File: src/rtl/serialrx.sv
// Serial-in parallel-out receiver: MSB-first words are assembled in a shift
// register and queued in a first-word-fall-through FIFO with sticky overrun.
module serialrx #(
   parameter int WIDTH = 8,
   parameter int DEPTH = 4
) (
   input  logic                     i_clk,
   input  logic                     i_rst,
   input  logic                     i_in,
   input  logic                     i_rxen,
   input  logic                     i_ready,
   output logic [WIDTH-1:0]         o_data,
   output logic                     o_valid,
   output logic [$clog2(DEPTH):0]   o_count,
   output logic                     o_busy,
   output logic                     o_overrun
);

   localparam int CW    = $clog2(WIDTH);
   localparam int AW    = $clog2(DEPTH);
   localparam int NW    = AW + 1;
   localparam logic [CW-1:0] LAST_BIT = CW'(WIDTH - 1);
   localparam logic [NW-1:0] FULL_CNT = NW'(DEPTH);

   // Only WIDTH-1 bits are stored: the final bit goes straight into the FIFO.
   logic [WIDTH-2:0] shreg_q,  shreg_d;
   logic [CW-1:0]    bitcnt_q, bitcnt_d;
   logic [AW-1:0]    wr_ptr_q, wr_ptr_d;
   logic [AW-1:0]    rd_ptr_q, rd_ptr_d;
   logic [NW-1:0]    count_q,  count_d;
   logic             overrun_q, overrun_d;
   logic [WIDTH-1:0] mem_q [DEPTH];

   logic [WIDTH-1:0] word_s;
   logic             push_s;
   logic             pop_s;
   logic             full_s;
   logic             wr_s;

   // Shift register and bit counter next state.
   always_comb begin
      word_s   = {shreg_q, i_in};
      push_s   = i_rxen && (bitcnt_q == LAST_BIT);
      shreg_d  = shreg_q;
      bitcnt_d = bitcnt_q;
      if (i_rxen) begin
         shreg_d = word_s[WIDTH-2:0];
         if (push_s) begin
            bitcnt_d = {CW{1'b0}};
         end else begin
            bitcnt_d = bitcnt_q + CW'(1);
         end
      end else begin
         shreg_d  = shreg_q;
         bitcnt_d = bitcnt_q;
      end
   end

   // FIFO control; a full FIFO still accepts a push when the head leaves on the same edge.
   always_comb begin
      full_s    = (count_q == FULL_CNT);
      pop_s     = (count_q != {NW{1'b0}}) && i_ready;
      wr_s      = push_s && (!full_s || pop_s);
      overrun_d = overrun_q | (push_s && full_s && !pop_s);
      if (wr_s) begin
         wr_ptr_d = wr_ptr_q + AW'(1);
      end else begin
         wr_ptr_d = wr_ptr_q;
      end
      if (pop_s) begin
         rd_ptr_d = rd_ptr_q + AW'(1);
      end else begin
         rd_ptr_d = rd_ptr_q;
      end
      case ({wr_s, pop_s})
         2'b10:   count_d = count_q + NW'(1);
         2'b01:   count_d = count_q - NW'(1);
         default: count_d = count_q;
      endcase
   end

   // State registers with synchronous reset.
   always_ff @(posedge i_clk) begin
      if (i_rst) begin
         shreg_q   <= {(WIDTH-1){1'b0}};
         bitcnt_q  <= {CW{1'b0}};
         wr_ptr_q  <= {AW{1'b0}};
         rd_ptr_q  <= {AW{1'b0}};
         count_q   <= {NW{1'b0}};
         overrun_q <= 1'b0;
      end else begin
         shreg_q   <= shreg_d;
         bitcnt_q  <= bitcnt_d;
         wr_ptr_q  <= wr_ptr_d;
         rd_ptr_q  <= rd_ptr_d;
         count_q   <= count_d;
         overrun_q <= overrun_d;
      end
   end

   // FIFO storage, cleared on reset so the idle head reads as zero.
   always_ff @(posedge i_clk) begin
      if (i_rst) begin
         for (int i = 0; i < DEPTH; i++) begin
            mem_q[i] <= {WIDTH{1'b0}};
         end
      end else if (wr_s) begin
         mem_q[wr_ptr_q] <= word_s;
      end else begin
         mem_q[wr_ptr_q] <= mem_q[wr_ptr_q];
      end
   end

   assign o_data    = mem_q[rd_ptr_q];
   assign o_valid   = (count_q != {NW{1'b0}});
   assign o_count   = count_q;
   assign o_busy    = (bitcnt_q != {CW{1'b0}});
   assign o_overrun = overrun_q;

endmodule

File: config.mk
export PLATFORM = sky130hd
export DESIGN_NAME = serialrx
export DESIGN_NICKNAME = d
export VERILOG_FILES = /design/src/rtl/serialrx.sv
export SDC_FILE = /design/constraint.sdc
export NUM_CORES = 1
export LEC_CHECK = 0
export ABC_AREA = 1
export CAP_MARGIN = 20
export CORE_AREA = 4 4 63 77
export CTS_CLUSTER_SIZE = 20
export DETAILED_ROUTE_END_ITERATION = 6
export DIE_AREA = 0 0 67 81
export GPL_TIMING_DRIVEN = 1
export HOLD_SLACK_MARGIN = 0.02
export PLACE_DENSITY = 0.77
export SLEW_MARGIN = 30
export SYNTH_ARGS = -nofsm -noshare
export SYNTH_HDL_FRONTEND = slang
export SYNTH_SLANG_ARGS = --single-unit
File: constraint.sdc
create_clock -name i_clk -period 3.1 [get_ports i_clk]
set_input_delay 0.31 -clock i_clk [delete_from_list [all_inputs] [get_ports i_clk]]
set_output_delay 0.31 -clock i_clk [all_outputs]
set_load 0.005 [all_outputs]
# Yosys cells after proc, flatten, opt, wreduce, memory -nomap -nowiden
# Memory sizes are Yosys's and may differ from the RTL's. A register that Yosys moved wholly into a read port is not among the register bits.
# Cells that the tools add are included.
# Widths: inputs -> output; s select.
[totals] output_inout_bits=14 ff_bits=18 mem_bits_rw=32 mem_count=1 inputBits=5
[classes] bitwise=2 n_eq_ne=5 n_addsub=5 muxes=16 reduce_logical=13
[mem_list] name="mem_q" words=4 word_bits=8 rd=1 rd_ports_with_merged_regs=1 wr=4 line="32" source="logic [WIDTH-1:0] mem_q [DEPTH];"
[op_table] cell="$mux 8" n=2
[op_table] cell="$mux 1" n=9
[op_table] cell="$reduce_or 8->1" n=1
[op_table] cell="$add 3x1->3 const B" n=2
[op_table] cell="$eq 3x3->1 const B" n=2
[op_table] cell="$mux 2" n=3
[op_table] cell="$pmux 3 s2" n=1
[op_table] cell="$reduce_bool 3->1" n=2
[op_table] cell="$logic_and 1x1->1" n=5
[op_table] cell="$add 2x1->2 const B" n=2
[op_table] cell="$mux 3" n=1
[op_table] cell="$sub 3x1->3 const B" n=1
[op_table] cell="$eq 2x1->1 const B" n=1
[op_table] cell="$eq 2x2->1 const B" n=1
[op_table] cell="$logic_not 1->1" n=2
[op_table] cell="$or 1x1->1" n=2
[op_table] cell="$reduce_and 2->1" n=1
[op_table] cell="$reduce_bool 2->1" n=1
[op_table] cell="$logic_or 1x1->1" n=1
[op_table] cell="$ne 0x0->1" n=1

# Longest topological paths before layout
[logic_depth] depth_word=11 mapped_depth=13 mapped_depth_nobuf=13

# Least setup slack after synthesis
# Ideal clock, no wire load.
[synth_timing] path_type="register to register" startpoint="register bitcnt_q[0]" endpoint="register count_q[2] (netlist: o_count[2])" period_less_slack_ns=2.114 stages_incl_launch_ff=14 t_required_ns=2.987 slack_ns=0.986 t_arrival_ns=2.002 cell_sequence="dfxtp_1 -> ha_1 -> ha_1 -> nand2_1 -> inv_2 -> nand2_1 -> ha_1 -> inv_1 -> fa_1 -> or2_2 -> nand2_1 -> nand2_1 -> nand2_1 -> nor2_1"
[synth_via] elab_chain_len=5
[synth_rtl] element="start: declaration" line="27" source="logic [CW-1:0] bitcnt_q, bitcnt_d;"
[synth_rtl] element="start signal: assignment" line="86" source="bitcnt_q <= {CW{1'b0}};"
[synth_rtl] element="start signal: assignment" line="93" source="bitcnt_q <= bitcnt_d;"
[synth_rtl] element="$eq 3x3->1 (*)" line="43" source="push_s = i_rxen && (bitcnt_q == LAST_BIT);"
[synth_rtl] element="$logic_and 1x1->1 (*)" line="43"
[synth_rtl] element="$logic_and 1x1->1 (*)" line="63" source="wr_s = push_s && (!full_s || pop_s);"
[synth_rtl] element="$eq 2x1->1 / $eq 2x2->1 (equally long branches)" line="75" source="case ({wr_s, pop_s})"
[synth_rtl] element="$pmux 3 s2 / $reduce_bool 2->1 (equally long branches)"
[synth_rtl] element="end signal: assignment" line="89" source="count_q <= {NW{1'b0}};"
[synth_rtl] element="end signal: assignment" line="96" source="count_q <= count_d;"
[synth_rtl] element="end: declaration" line="30" source="logic [NW-1:0] count_q, count_d;"
# Mark *: on every way between the ends. The rest lies on a longest branch, timed or not.
# A chain may end at the register's enable or synchronous reset.

==> results.yml <==
pwr:
  switchingPower_mw: 0.249
  finalPower_mw: 1.19
  p_int_mw: 0.938
  swShare_pct: 20.9
  p_per_area_nw_per_um2: 456
  p_leak_nw: 0.939
  seq_power_share_pct: 64.1
  power_frac_comb_pct: 5.4
  irDropWorstVdd_mv: 0.355
  clkPwrFrac_pct: 30.5
clocking:
  insertion_delay_ps: 300
  cts_made_buffers: 5
  clockBufferDepth: 2
  cts_root_buffer: "clkbuf_8"
  path_clk_slew_ps: 80
  tritoncts: "built"
  cts_resized: 0
  post-cts-setup-buffers: 0
  clkSinkCount: 52
  ctsHoldBuffers: 0
  ctsHtreeMaxLevel: 2
run_status:
  outcome: "finished clean"
synthesis:
  synth_xor_area_share_pct: 0.388
  avgSynthCellArea_sq_um: 9.44
  yosysSeqAreaShare_pct: 60.3
  synth_compound_area_share_pct: 12.6
  synthMuxAreaShare_pct: 0
  ys_ff_latch: 52
  synth_adder_area_share_pct: 3.10
  synth_nets: 249
  synthSimpleGateAreaFrac_pct: 16.0
  syn_area_sq_um: 2260
  yosys_warnings: 0
  synth_cell_types: 25
  synth_cells: 239
  synth_top_family_by_area: "simple AND/OR/NAND/NOR gates"
run:
  maxCapViolCount: 0
timing:
  setup_ws_ps: 815
  hold_viol: 0
  setup_violations: 0
  worstMarginPinSlew_ps: 458
  tns_ps: 0
  finalClockSkew_ps: 3.79
  fmax_ghz: 0.438
  finalCriticalPeriod_ps: 2280
  relSlewSlack_pct: 69.4
  fin_crit_sh_pct: 73.7
  grt_setup_unrepaired: "false"
  drv_slew: 0
placement:
  place_ws_ps: 719
  hpwl_mm: 2.93
  place_area_sq_um: 2520
  gp_congestion: 0.760
  port_buffers: 18
floorplanning:
  core_sq_um: 4130
  fp-row-count: 26
  start_util_pct: 54.6
  dieWidth_microns: 67
  io_pins: 19
  die_area_sq_um: 5430
  die_height_microns: 81
setup_path:
  crit_type: "reg -> out"
  critPathRequiredTime_ps: 2790
  path_max_fanout: 17
  critical_path_arrival_ps: 1970
  cp-end-kind: "primary output"
  startpoint_type: "flip-flop"
finish:
  nNetsFinal: 274
  post-route-cell-area_sq_um: 2600
  fillers: 369
  area_growth_pct: 15.4
  drive_gt1_share_pct: 8.30
  diodes: 0
  fin_util_pct: 63.0
grt:
  grt_pass1_wl_mm: 7.16
  track_usage_pct: 17.9
  grt_max_degree: 20
  grt_pass1_vias: 1598
  antenna_found_initial: 0
  overflow: 0
min_path:
  hp-class: "reg -> reg"
routing:
  routed_via_density: 5.05
  drt_iter0_drc: 92
  vias: 1622
  dr.pass1.iters: 4
  drc: 0
  ant_nets: 0
  wl_per_cell_microns: 13.1
  totalWireLength_mm: 4.20
[synthesized netlist by cell type, drive strengths merged]
library cell  instances  area share, %
ha                    4            2.2
o22ai                 8            2.2
buf                   6            1.4
nand3                 4            1.4
o21a                  1           0.33
fa                    1           0.89
nand2                15            2.6
nor2                 54            9.3
o21ai                30            6.7
clkinv                2           0.33
xor2                  1           0.39
edfxtp               32             43
clkbuf                1           0.17
a21oi                14            3.1
nor3                  8            1.8
nand4                 2           0.55
inv                  34            5.7
dfxtp                20             18
a211oi                1           0.33
or2                   1           0.28
[per-stage QoR]
stage	hold WS, ps	cells
CTS	487	321
global placement	456	313
detailed placement	455	313
finish	479	321
global route	528	321
floorplan	379	239
[path summary, 6_finish.rpt]
path	start	end	slack (ps)	cells past startpoint
max	flip-flop	o_data[6]	820	5
min	o_overrun	o_overrun	480	1
min reg2reg	o_overrun	o_overrun	480	1
max reg2reg	bitcnt_q[0]	o_count[2]	860	13
[cells in the final DEF (no fill, tap or decap), types with 5 or more instances in the layout]
| master | n |
|---|---|
| inv_1 | 30 |
| clkdlybuf4s50_1 | 18 |
| buf_4 | 7 |
| edfxtp_1 | 32 |
| nand2_1 | 14 |
| dfxtp_1 | 20 |
| clkbuf_8 | 5 |
| nor3_1 | 8 |
| o22ai_1 | 8 |
| o21ai_0 | 30 |
| a21oi_1 | 14 |
| nor2_1 | 51 |
[state kept, by name, indices dropped and copies added, names as in the netlist, named ones only]
register and count:
o_count 3, wr_ptr_q 2, o_overrun 1, shreg_q 7, mem_q 32, rd_ptr_q 2, bitcnt_q 3
[cell type report]
type / instances / area, sq um / area share (%)
Clock buffer: 7 / 76.3 / 2.93
Clock inverter: 1 / 3.75 / 0.144
Inverter: 36 / 135 / 5.19
Multi-Input combinational cell: 144 / 724 / 27.8
Sequential cell: 52 / 1360 / 52.3
Tap cell: 56 / 70.1 / 2.69
Timing Repair Buffer: 25 / 233 / 8.94
[cell families after synthesis]
kind of cell / count (synthesis)
adders and majority gates: 5
xor gates and xnor gates: 1
and+or+nand+nor: 84
AOI/OAI and AO/OA: 54
buffers and inverters: 43
DFF: 52
[critical path, stage by stage, from the launching register on]
cell,delay [ps]
dfxtp_1,300
buf_4,180
inv_1,360
o21ai_0,150
o22ai_1,150
clkdlybuf4s50_1,520
[per-layer routing]
layer / GRT usage (%) / wire length (microns) / vias up
met4: 6.69 / 70 / 0
met1: 20.1 / 1720 / 738
met2: 32.4 / 2230 / 32
met3: 4.29 / 181 / 5
met5: 0 / 0 / -
li1: - / - / 847
[power groups by stage]
stage / Combinational (mW) / Clock (mW) / Sequential [mW]
finish: 0.0642 / 0.362 / 0.761
floorplan: 0.0346 / 0 / 0.775
global placement: 0.0636 / 0 / 0.776
detailed placement: 0.0648 / 0 / 0.777
global route: 0.0737 / 0.391 / 0.763
CTS: 0.0652 / 0.369 / 0.761
Note: power is estimated with default switching activity, not from simulation.
